File: src/rtl/alu_muldiv_seq.sv
// Registered EX-stage ALU with a sequential multiply/divide unit, HI/LO registers,
// multiply-accumulate and a Start/Busy/Done handshake.
module alu_muldiv_seq #(
    parameter int  WIDTH = 32,
    localparam int SHW   = $clog2(WIDTH)
) (
    input  logic             Clk,
    input  logic             Reset,
    input  logic             Start,
    input  logic [4:0]       ALUControl,
    input  logic [WIDTH-1:0] A,
    input  logic [WIDTH-1:0] B,
    output logic [WIDTH-1:0] ALUResult,
    output logic             Zero,
    output logic [WIDTH-1:0] Hi,
    output logic [WIDTH-1:0] Lo,
    output logic             Busy,
    output logic             Done,
    output logic             DivByZero
);

    localparam int HW = (WIDTH < 16) ? WIDTH : 16;

    localparam logic [4:0] OP_MULT = 5'b10000;
    localparam logic [4:0] OP_DIV  = 5'b10010;
    localparam logic [4:0] OP_DIVU = 5'b10011;
    localparam logic [4:0] OP_MADD = 5'b10100;
    localparam logic [4:0] OP_MSUB = 5'b10101;
    localparam logic [4:0] OP_MTHI = 5'b10110;
    localparam logic [4:0] OP_MTLO = 5'b10111;

    localparam logic [1:0] S_IDLE = 2'd0;
    localparam logic [1:0] S_RUN  = 2'd1;
    localparam logic [1:0] S_FIX  = 2'd2;

    logic [1:0]         r_state;
    logic [SHW-1:0]     r_cnt;
    logic [4:0]         r_op;
    logic               r_neg_prod;
    logic               r_neg_rem;
    logic [2*WIDTH-1:0] r_mcand;
    logic [2*WIDTH-1:0] r_prod;
    logic [WIDTH-1:0]   r_mplier;
    logic [WIDTH-1:0]   r_rem;
    logic [WIDTH-1:0]   r_quo;
    logic [WIDTH-1:0]   r_dvsr;
    logic [WIDTH-1:0]   r_result;
    logic               r_zero;
    logic [WIDTH-1:0]   r_hi;
    logic [WIDTH-1:0]   r_lo;
    logic               r_done;
    logic               r_dbz;

    logic [SHW-1:0]     w_sh;
    logic [SHW-1:0]     w_shl;
    logic               w_signed_op;
    logic               w_a_neg;
    logic               w_b_neg;
    logic [WIDTH-1:0]   w_a_mag;
    logic [WIDTH-1:0]   w_b_mag;
    logic               w_is_multi;
    logic               w_div_zero;
    logic signed [7:0]  w_b_byte;
    logic signed [HW-1:0] w_b_half;
    logic [WIDTH-1:0]   w_sc;
    logic [WIDTH:0]     w_trial;
    logic [2*WIDTH-1:0] w_prod_s;
    logic [WIDTH-1:0]   w_quo_s;
    logic [WIDTH-1:0]   w_rem_s;
    logic [2*WIDTH-1:0] w_fix_hilo;
    logic [WIDTH-1:0]   w_fix_lo;

    assign w_sh        = A[SHW-1:0];
    assign w_shl       = SHW'(0) - w_sh;
    assign w_signed_op = (ALUControl == OP_MULT) || (ALUControl == OP_DIV) ||
                         (ALUControl == OP_MADD) || (ALUControl == OP_MSUB);
    assign w_a_neg     = w_signed_op & A[WIDTH-1];
    assign w_b_neg     = w_signed_op & B[WIDTH-1];
    assign w_a_mag     = w_a_neg ? -A : A;
    assign w_b_mag     = w_b_neg ? -B : B;
    assign w_is_multi  = (ALUControl[4:3] == 2'b10) && (ALUControl[2:0] <= 3'd5);
    assign w_div_zero  = ((ALUControl == OP_DIV) || (ALUControl == OP_DIVU)) && (B == '0);
    assign w_b_byte    = B[7:0];
    assign w_b_half    = B[HW-1:0];

    always_comb begin
        w_sc = '0;
        case (ALUControl[3:0])
            4'h0: w_sc = A & B;
            4'h1: w_sc = A | B;
            4'h2: w_sc = A + B;
            4'h3: w_sc = A ^ B;
            4'h4: w_sc = ~(A | B);
            4'h5: w_sc = $signed(B) >>> w_sh;
            4'h6: w_sc = A - B;
            4'h7: w_sc = {{(WIDTH-1){1'b0}}, ($signed(A) < $signed(B))};
            4'h8: w_sc = B << w_sh;
            4'h9: w_sc = B >> w_sh;
            4'hA: w_sc = {{(WIDTH-1){1'b0}}, (A < B)};
            // w_shl is -sh mod WIDTH, so a zero amount ORs B with itself
            4'hB: w_sc = (B >> w_sh) | (B << w_shl);
            4'hC: w_sc = WIDTH'(w_b_byte);
            4'hD: w_sc = WIDTH'(w_b_half);
            4'hE: w_sc = A & WIDTH'(B[HW-1:0]);
            4'hF: w_sc = B[0] ? r_lo : r_hi;
            default: w_sc = '0;
        endcase
    end

    assign w_trial  = {r_rem, r_quo[WIDTH-1]} - {1'b0, r_dvsr};
    assign w_prod_s = r_neg_prod ? -r_prod : r_prod;
    assign w_quo_s  = r_neg_prod ? -r_quo : r_quo;
    assign w_rem_s  = r_neg_rem ? -r_rem : r_rem;

    always_comb begin
        w_fix_hilo = w_prod_s;
        case (r_op)
            OP_MADD: w_fix_hilo = {r_hi, r_lo} + w_prod_s;
            OP_MSUB: w_fix_hilo = {r_hi, r_lo} - w_prod_s;
            OP_DIV, OP_DIVU: w_fix_hilo = {w_rem_s, w_quo_s};
            default: w_fix_hilo = w_prod_s;
        endcase
    end

    assign w_fix_lo = w_fix_hilo[WIDTH-1:0];

    always_ff @(posedge Clk) begin
        if (Reset) begin
            r_state    <= S_IDLE;
            r_cnt      <= '0;
            r_op       <= '0;
            r_neg_prod <= 1'b0;
            r_neg_rem  <= 1'b0;
            r_mcand    <= '0;
            r_prod     <= '0;
            r_mplier   <= '0;
            r_rem      <= '0;
            r_quo      <= '0;
            r_dvsr     <= '0;
            r_result   <= '0;
            r_zero     <= 1'b1;
            r_hi       <= '0;
            r_lo       <= '0;
            r_done     <= 1'b0;
            r_dbz      <= 1'b0;
        end else begin
            r_done <= 1'b0;
            case (r_state)
                S_IDLE: begin
                    if (Start) begin
                        if (!ALUControl[4]) begin
                            r_result <= w_sc;
                            r_zero   <= (w_sc == '0);
                            r_done   <= 1'b1;
                            r_dbz    <= 1'b0;
                        end else if (w_div_zero) begin
                            r_hi     <= A;
                            r_lo     <= '1;
                            r_result <= '1;
                            r_zero   <= 1'b0;
                            r_done   <= 1'b1;
                            r_dbz    <= 1'b1;
                        end else if (w_is_multi) begin
                            r_state    <= S_RUN;
                            r_cnt      <= '0;
                            r_op       <= ALUControl;
                            r_neg_prod <= w_a_neg ^ w_b_neg;
                            r_neg_rem  <= w_a_neg;
                            r_mcand    <= {{WIDTH{1'b0}}, w_a_mag};
                            r_mplier   <= w_b_mag;
                            r_prod     <= '0;
                            r_rem      <= '0;
                            r_quo      <= w_a_mag;
                            r_dvsr     <= w_b_mag;
                        end else if (ALUControl == OP_MTHI) begin
                            r_hi     <= A;
                            r_result <= A;
                            r_zero   <= (A == '0);
                            r_done   <= 1'b1;
                            r_dbz    <= 1'b0;
                        end else if (ALUControl == OP_MTLO) begin
                            r_lo     <= A;
                            r_result <= A;
                            r_zero   <= (A == '0);
                            r_done   <= 1'b1;
                            r_dbz    <= 1'b0;
                        end else begin
                            r_result <= '0;
                            r_zero   <= 1'b1;
                            r_done   <= 1'b1;
                            r_dbz    <= 1'b0;
                        end
                    end
                end
                S_RUN: begin
                    // Both units step every cycle; FIX picks the one the opcode needs
                    if (r_mplier[0]) begin
                        r_prod <= r_prod + r_mcand;
                    end
                    r_mcand  <= r_mcand << 1;
                    r_mplier <= r_mplier >> 1;
                    if (!w_trial[WIDTH]) begin
                        r_rem <= w_trial[WIDTH-1:0];
                        r_quo <= {r_quo[WIDTH-2:0], 1'b1};
                    end else begin
                        r_rem <= {r_rem[WIDTH-2:0], r_quo[WIDTH-1]};
                        r_quo <= {r_quo[WIDTH-2:0], 1'b0};
                    end
                    r_cnt <= r_cnt + SHW'(1);
                    if (r_cnt == SHW'(WIDTH - 1)) begin
                        r_state <= S_FIX;
                    end
                end
                S_FIX: begin
                    r_hi     <= w_fix_hilo[2*WIDTH-1:WIDTH];
                    r_lo     <= w_fix_lo;
                    r_result <= w_fix_lo;
                    r_zero   <= (w_fix_lo == '0);
                    r_done   <= 1'b1;
                    r_dbz    <= 1'b0;
                    r_state  <= S_IDLE;
                end
                default: r_state <= S_IDLE;
            endcase
        end
    end

    assign ALUResult = r_result;
    assign Zero      = r_zero;
    assign Hi        = r_hi;
    assign Lo        = r_lo;
    assign Busy      = (r_state != S_IDLE);
    assign Done      = r_done;
    assign DivByZero = r_dbz;

endmodule

File: config.mk
export PLATFORM = sky130hd
export DESIGN_NAME = alu_muldiv_seq
export DESIGN_NICKNAME = d
export VERILOG_FILES = /design/src/rtl/alu_muldiv_seq.sv
export SDC_FILE = /design/constraint.sdc
export NUM_CORES = 2
export LEC_CHECK = 0
export CORE_MARGIN = 4
export CORE_UTILIZATION = 30
export DETAILED_ROUTE_END_ITERATION = 8
export PLACE_DENSITY = 0.52
export SYNTH_ARGS = -nofsm -noshare
export SYNTH_HDL_FRONTEND = slang
export SYNTH_SLANG_ARGS = --single-unit
File: constraint.sdc
create_clock -name Clk -period 10.87 [get_ports Clk]
set_input_delay 2.7175 -clock Clk [delete_from_list [all_inputs] [get_ports Clk]]
set_output_delay 2.7175 -clock Clk [all_outputs]
set_load 0.02 [all_outputs]
---- Word level (Yosys, flattened, before mapping) ----
Cells that the tools add are included.
word-level totals
  input port bits ......................... 72
  word-level logic and storage cells ...... 195
  register bits after elaboration ......... 369
cells by class
  multiplexer cells ....................... 84
  magnitude comparators ................... 3
  equal/unequal tests ..................... 41
  shift-type cells ........................ 4
  reduce and logical (&&, ||, !) cells .... 23
  bitwise logic cells ..................... 10
  $add $sub $neg .......................... 13
operator list
  operator                                         count
  32-bit 2-to-1 mux                                35
  64-bit 2-to-1 mux                                10
  32-bit one-hot mux with 16 select lines          1
  32-bit one-hot mux with 2 select lines           6
  64-bit one-hot mux with 2 select lines           2
  64-bit one-hot mux with 3 select lines           1
  64-bit adder                                     2
  32-bit zero test                                 4
  32-bit negator                                   4
  32-bit less-than comparator                      2
  64-bit negator                                   1
  32-bit bitwise OR                                2
  32-bit by 5-bit left shift with 32-bit output    2
  64-bit subtractor                                1
  5-bit equality test, second input constant       12
  33-bit by 32-bit subtractor with 33-bit output   1
  32-bit adder                                     1
  32-bit by 16-bit bitwise AND with 32-bit output  1
  32-bit bitwise AND                               1
  4-bit equality test, second input constant       8
  32-bit inverter                                  1
  32-bit by 5-bit right shift with 32-bit output   1
  32-bit by 5-bit >>> shifter with 32-bit output   1
  32-bit subtractor                                1
  30 further kinds                                 77

---- Depth between registers and ports, before layout ----
  depth in word-level cells ............... 11
  depth in mapped cells ................... 29
  mapped depth without buffers ............ 25

---- Worst setup path before layout ----
Ideal clock, no wire load.
  path type ............................... input to register
  start ................................... in A[1]
  end ..................................... reg r_zero, in the netlist Zero
  library setup time ...................... 58 ps
  data arrival time ....................... 7644 ps
  stages on the path ...................... 20
  setup slack ............................. 3168 ps
  data required time ...................... 10812 ps
  cells stage by stage .................... clkbuf_1 > inv_1 > clkbuf_1 > clkbuf_1 > clkbuf_1 > buf_2 > ha_1 > buf_2 > nor3b_1 > xnor2_1 > nor2_1 > nand2_1 > o22ai_1 > or4_1 > or4_1 > o32a_1 > or3_1 > nor4_1 > and3_1 > a31o_2
between the ends
  cells in the longest elaborated chain, start to end .. 8
  elaborated cells between the ends (all ways) .. 25
RTL lines
  element                                                                                   RTL line      RTL
  start: declaration                                                                        11            input logic [WIDTH-1:0] A,
  1-bit by 5-bit subtractor with 5-bit output / 32-bit zero test (equally long branches)    74, 178, 184
  32-bit by 5-bit left shift with 32-bit output / 1-bit 2-to-1 mux (equally long branches)  101, 181
  32-bit bitwise OR / 1-bit 2-to-1 mux (equally long branches)                              101, 175
  32-bit one-hot mux with 16 select lines / 1-bit 2-to-1 mux (equally long branches)        88, 163
  32-bit zero test / 1-bit 2-to-1 mux (equally long branches)                               153, 156
  1-bit 2-to-1 mux *                                                                        151           if (!ALUControl[4]) begin
  1-bit 2-to-1 mux *                                                                        150           if (Start) begin
  1-bit one-hot mux with 2 select lines *                                                   148           case (r_state)
  end signal: assignment                                                                    153           r_zero <= (w_sc == '0);
  end signal: assignment                                                                    178           r_zero <= (A == '0);
  end signal: assignment                                                                    184           r_zero <= (A == '0);
  end: declaration                                                                          48            logic r_zero;
Every way passes the cells marked *; elsewhere a longest branch is shown, timed or not. The select of a mux whose other input is x is not followed.
A chain may end at the register's enable or synchronous reset.

---- Worst setup path after layout ----
  start ................................... in B[2]
  end ..................................... reg r_result[29], in the netlist ALUResult[29]
between the ends
  cells in the longest elaborated chain, start to end .. 6
  elaborated cells between the ends (all ways) .. 16
RTL lines
  element                                                    RTL line  RTL
  start: declaration                                         12        input logic [WIDTH-1:0] B,
  branches (longest 6 deep; another with 32-bit subtractor)  -
  end signal: assignment                                     152       r_result <= w_sc;
  end signal: assignment                                     217       r_result <= w_fix_lo;
  end: declaration                                           47        logic [WIDTH-1:0] r_result;
Several ways; the timed one is not identified. The select of a mux whose other input is x is not followed.

==> impl_metrics.tcl <==
set metrics [dict create \
    synth-edff-count 0 \
    routabilityCongestion 1.07 \
    status "complete, no violations" \
    synth_top_family_by_area "compound AO/OA/AOI/OAI gates" \
    synthTopCellsByCount "nor2_1 (599), nand2_1 (545), a21oi_1 (519)" \
    p_leak_nw 18.5 \
    fin_skew_ns 0.0528 \
    synth.mux.area_fraction 0.0745 \
    cts_tree "done" \
    fmax_mhz 121 \
    synth-xor-area-share 0.0819 \
    maxSlewHeadroom 0.0877 \
    slew_violations 0 \
    dpl.hpwl_um 193000 \
    cp-start-kind "input port" \
    fin_ws_ns 2.58 \
    total_power_mw 6.91 \
    slowest_delay_ns 0.94 \
    fp.dieW_um 384 \
    dieArea_um2 147000 \
    synth_compound_area_frac 0.309 \
    drt.antenna.violating_nets 0 \
    post_drt_wl_per_cell_um 32.1 \
    worstSkewPairLatency_ns 0.64 \
    finalSetupTns_ns 0 \
    cpMaxStageDelayCell "clkdlybuf4s50_1" \
    via_count 49800 \
    yosysUniqueCellTypes 101 \
    grt_pass1_vias 45100 \
    io_pins 172 \
    required_ns 11.34 \
    cts_made_buffers 46 \
    crit_chain "clkdlybuf4s50_1 -> inv_1 -> ha_1 -> o21ai_0 -> o21ai_0 -> a2111oi_1 -> buf_4 -> o41ai_1 -> a211oi_1 -> buf_4 -> o211ai_1 -> xnor2_1 -> nand2_1 -> nand3_1 -> o32ai_1 -> a211oi_1 -> o21bai_1" \
    htree_levels 2 \
    yosys.area_share.adder 0.0793 \
    syn_nets 6194 \
    final_hold_viol_count 0 \
    cap_violations 0 \
    cp-end-kind "flop" \
    dr.pass1.iters 8 \
    vias_per_cell 6.48 \
    grt_pass1_wl_um 344000 \
    synth.area.top_cells "dfxtp_1 (17%), ha_1 (7.7%), a21oi_1 (6.1%)" \
    critical_path_class "in -> reg" \
    synth_area_um2 42400 \
    core_area_um2 140000 \
    synth-main-ff-cell "dfxtp_1" \
    dp_slack_ns 2.25 \
    critPathMaxFanout 10 \
    gr-total-overflow 0 \
    async_reset_ff_frac 0 \
    drt_iter0_drc 6777 \
    cp.arrival_ns 8.76 \
    clk_pin_slew_ns 0.06 \
    synth_top_area_frac 0.174 \
    drive_above_1_share 0.0801 \
    hp-class "reg -> reg" \
    die_y_um 384 \
    grt.total_usage 0.316 \
    worst_pin_slew_ns 1.36 \
    area_growth_pct 12.2 \
    setup_viol_count_final 0 \
    cts_resized 0 \
    initial_core_util 0.303 \
    ctsRootBufferMaster "clkbuf_16" \
    io_buffers 171 \
    grt_max_degree 76 \
    synthesis.instances 5856 \
    yosysWarnings 0 \
    ys_seq_elements 369 \
    yosys.area_share.simple 0.222 \
    ir_worst_vdd_uv 258 \
    hold_buffers 0 \
    synth_top_cell_by_area "dfxtp_1" \
    post-route-period-util 0.763 \
    avgSynthCellArea_um2 7.24 \
    cts_sinks 369 \
    min_period_ns 8.29 \
    yosysSeqAreaShare 0.174 \
    antenna_found_initial 22 \
    yosysMostFrequentCell "nor2_1" \
    num_rows 137 \
    rsz0062_at_grt "no" \
    drc 0 \
    nets 6097 \
    wirelength_um 246000 \
    cts_setup_buffers 0 \
    clockBufferDepth 3 \
    pwr_density_cell_nw_per_um2 145 \
]
==> state kept, by name (all words and copies together) (netlist names) <==
register / cells
r_mcand: 64
r_dvsr: 32
r_rem: 32
r_op: 5
Done: 1
r_prod: 64
Lo: 32
DivByZero: 1
Hi: 32
r_quo: 32
r_neg_rem: 1
ALUResult: 32
r_neg_prod: 1
r_mplier: 32
r_cnt: 5
Zero: 1
r_state: 2
==> per-layer routing <==
| layer | global-route usage | vias up | share of wire |
|---|---|---|---|
| met4 | 0.121 | 21 | 0.044 |
| li1 | - | 21700 | - |
| met2 | 0.447 | 3194 | 0.40 |
| met5 | 0.0142 | - | 0.0013 |
| met1 | 0.435 | 24300 | 0.43 |
| met3 | 0.114 | 532 | 0.13 |
==> per-stage QoR <==
step                      instance area (um^2)  instances   util  hold WS, ns
final                                    47600       7680  0.340        0.448
after global routing                     47600       7672  0.340        0.470
after CTS                                47600       7672  0.340        0.449
after detailed placement                 45900       7587  0.328        0.440
after global placement                   45900       7587  0.328        0.433
after floorplan                          42400       5856      -        0.422
==> worst max-delay path, delay by kind of cell <==
family          cells  cell delay [ns]
simple gates        2             0.17
compound gates      9             3.47
fa+ha+maj           1             0.58
xor+xnor            1             0.12
buf+inv             4             1.68
==> path summary, 6_finish.rpt <==
path | start | end | slack [ns] | cells after the start
setup / recovery | B[2] | ALUResult[29] | 2.58 | 17
hold / removal | r_mplier[31] | r_mplier[31] | 0.45 | 2
setup reg to reg | r_prod[3] | Hi[29] | 3.00 | 23
hold reg to reg | r_mplier[31] | r_mplier[31] | 0.45 | 2
==> cell usage in the layout (no fill, tap or decap), types with 49 or more instances in the layout <==
cell type        count
o22ai_1             65
nand2_1            541
o21ai_0            344
a21o_1              99
ha_1               261
a221oi_1            88
nor3_1             152
o211ai_1            49
dfxtp_1            368
xor2_1             147
o31ai_1             62
nor4_1              60
a21oi_1            519
clkdlybuf4s50_1    160
nand2b_1            50
a211oi_1            83
a22oi_1            126
xnor2_1            245
a31oi_1             84
nand3_1            148
nor2_1             590
buf_4              138
nand4_1             63
mux2i_1            155
mux2_2              65
inv_1              183
==> report_power, final <==
part	internal (mW)	switching (mW)	leakage (nW)	total, mW
clock network	0.963	0.718	0.785	1.68
registers	1.45	0.150	2.99	1.60
logic	1.37	2.25	14.7	3.62
==> layout make-up <==
cell class              count  area (um^2)
fillers                 15100        92500
multi-input cells        4845        32800
flip-flops and latches    369         7390
repair buffers            309         2720
well taps                1876         2350
clock buffers              58         1280
inverters                 188          706
clock inverters            27          347
diodes                      8         20.0
==> logic make-up after synthesis <==
| group | count (synthesis) |
|---|---|
| AOI/OAI and AO/OA | 1968 |
| and+or+nand+nor | 1957 |
| buffers and inverters | 642 |
| xor gates and xnor gates | 395 |
| DFF | 369 |
| adders and majority gates | 266 |
| muxes | 259 |
Power figures use the tool's default switching activity.
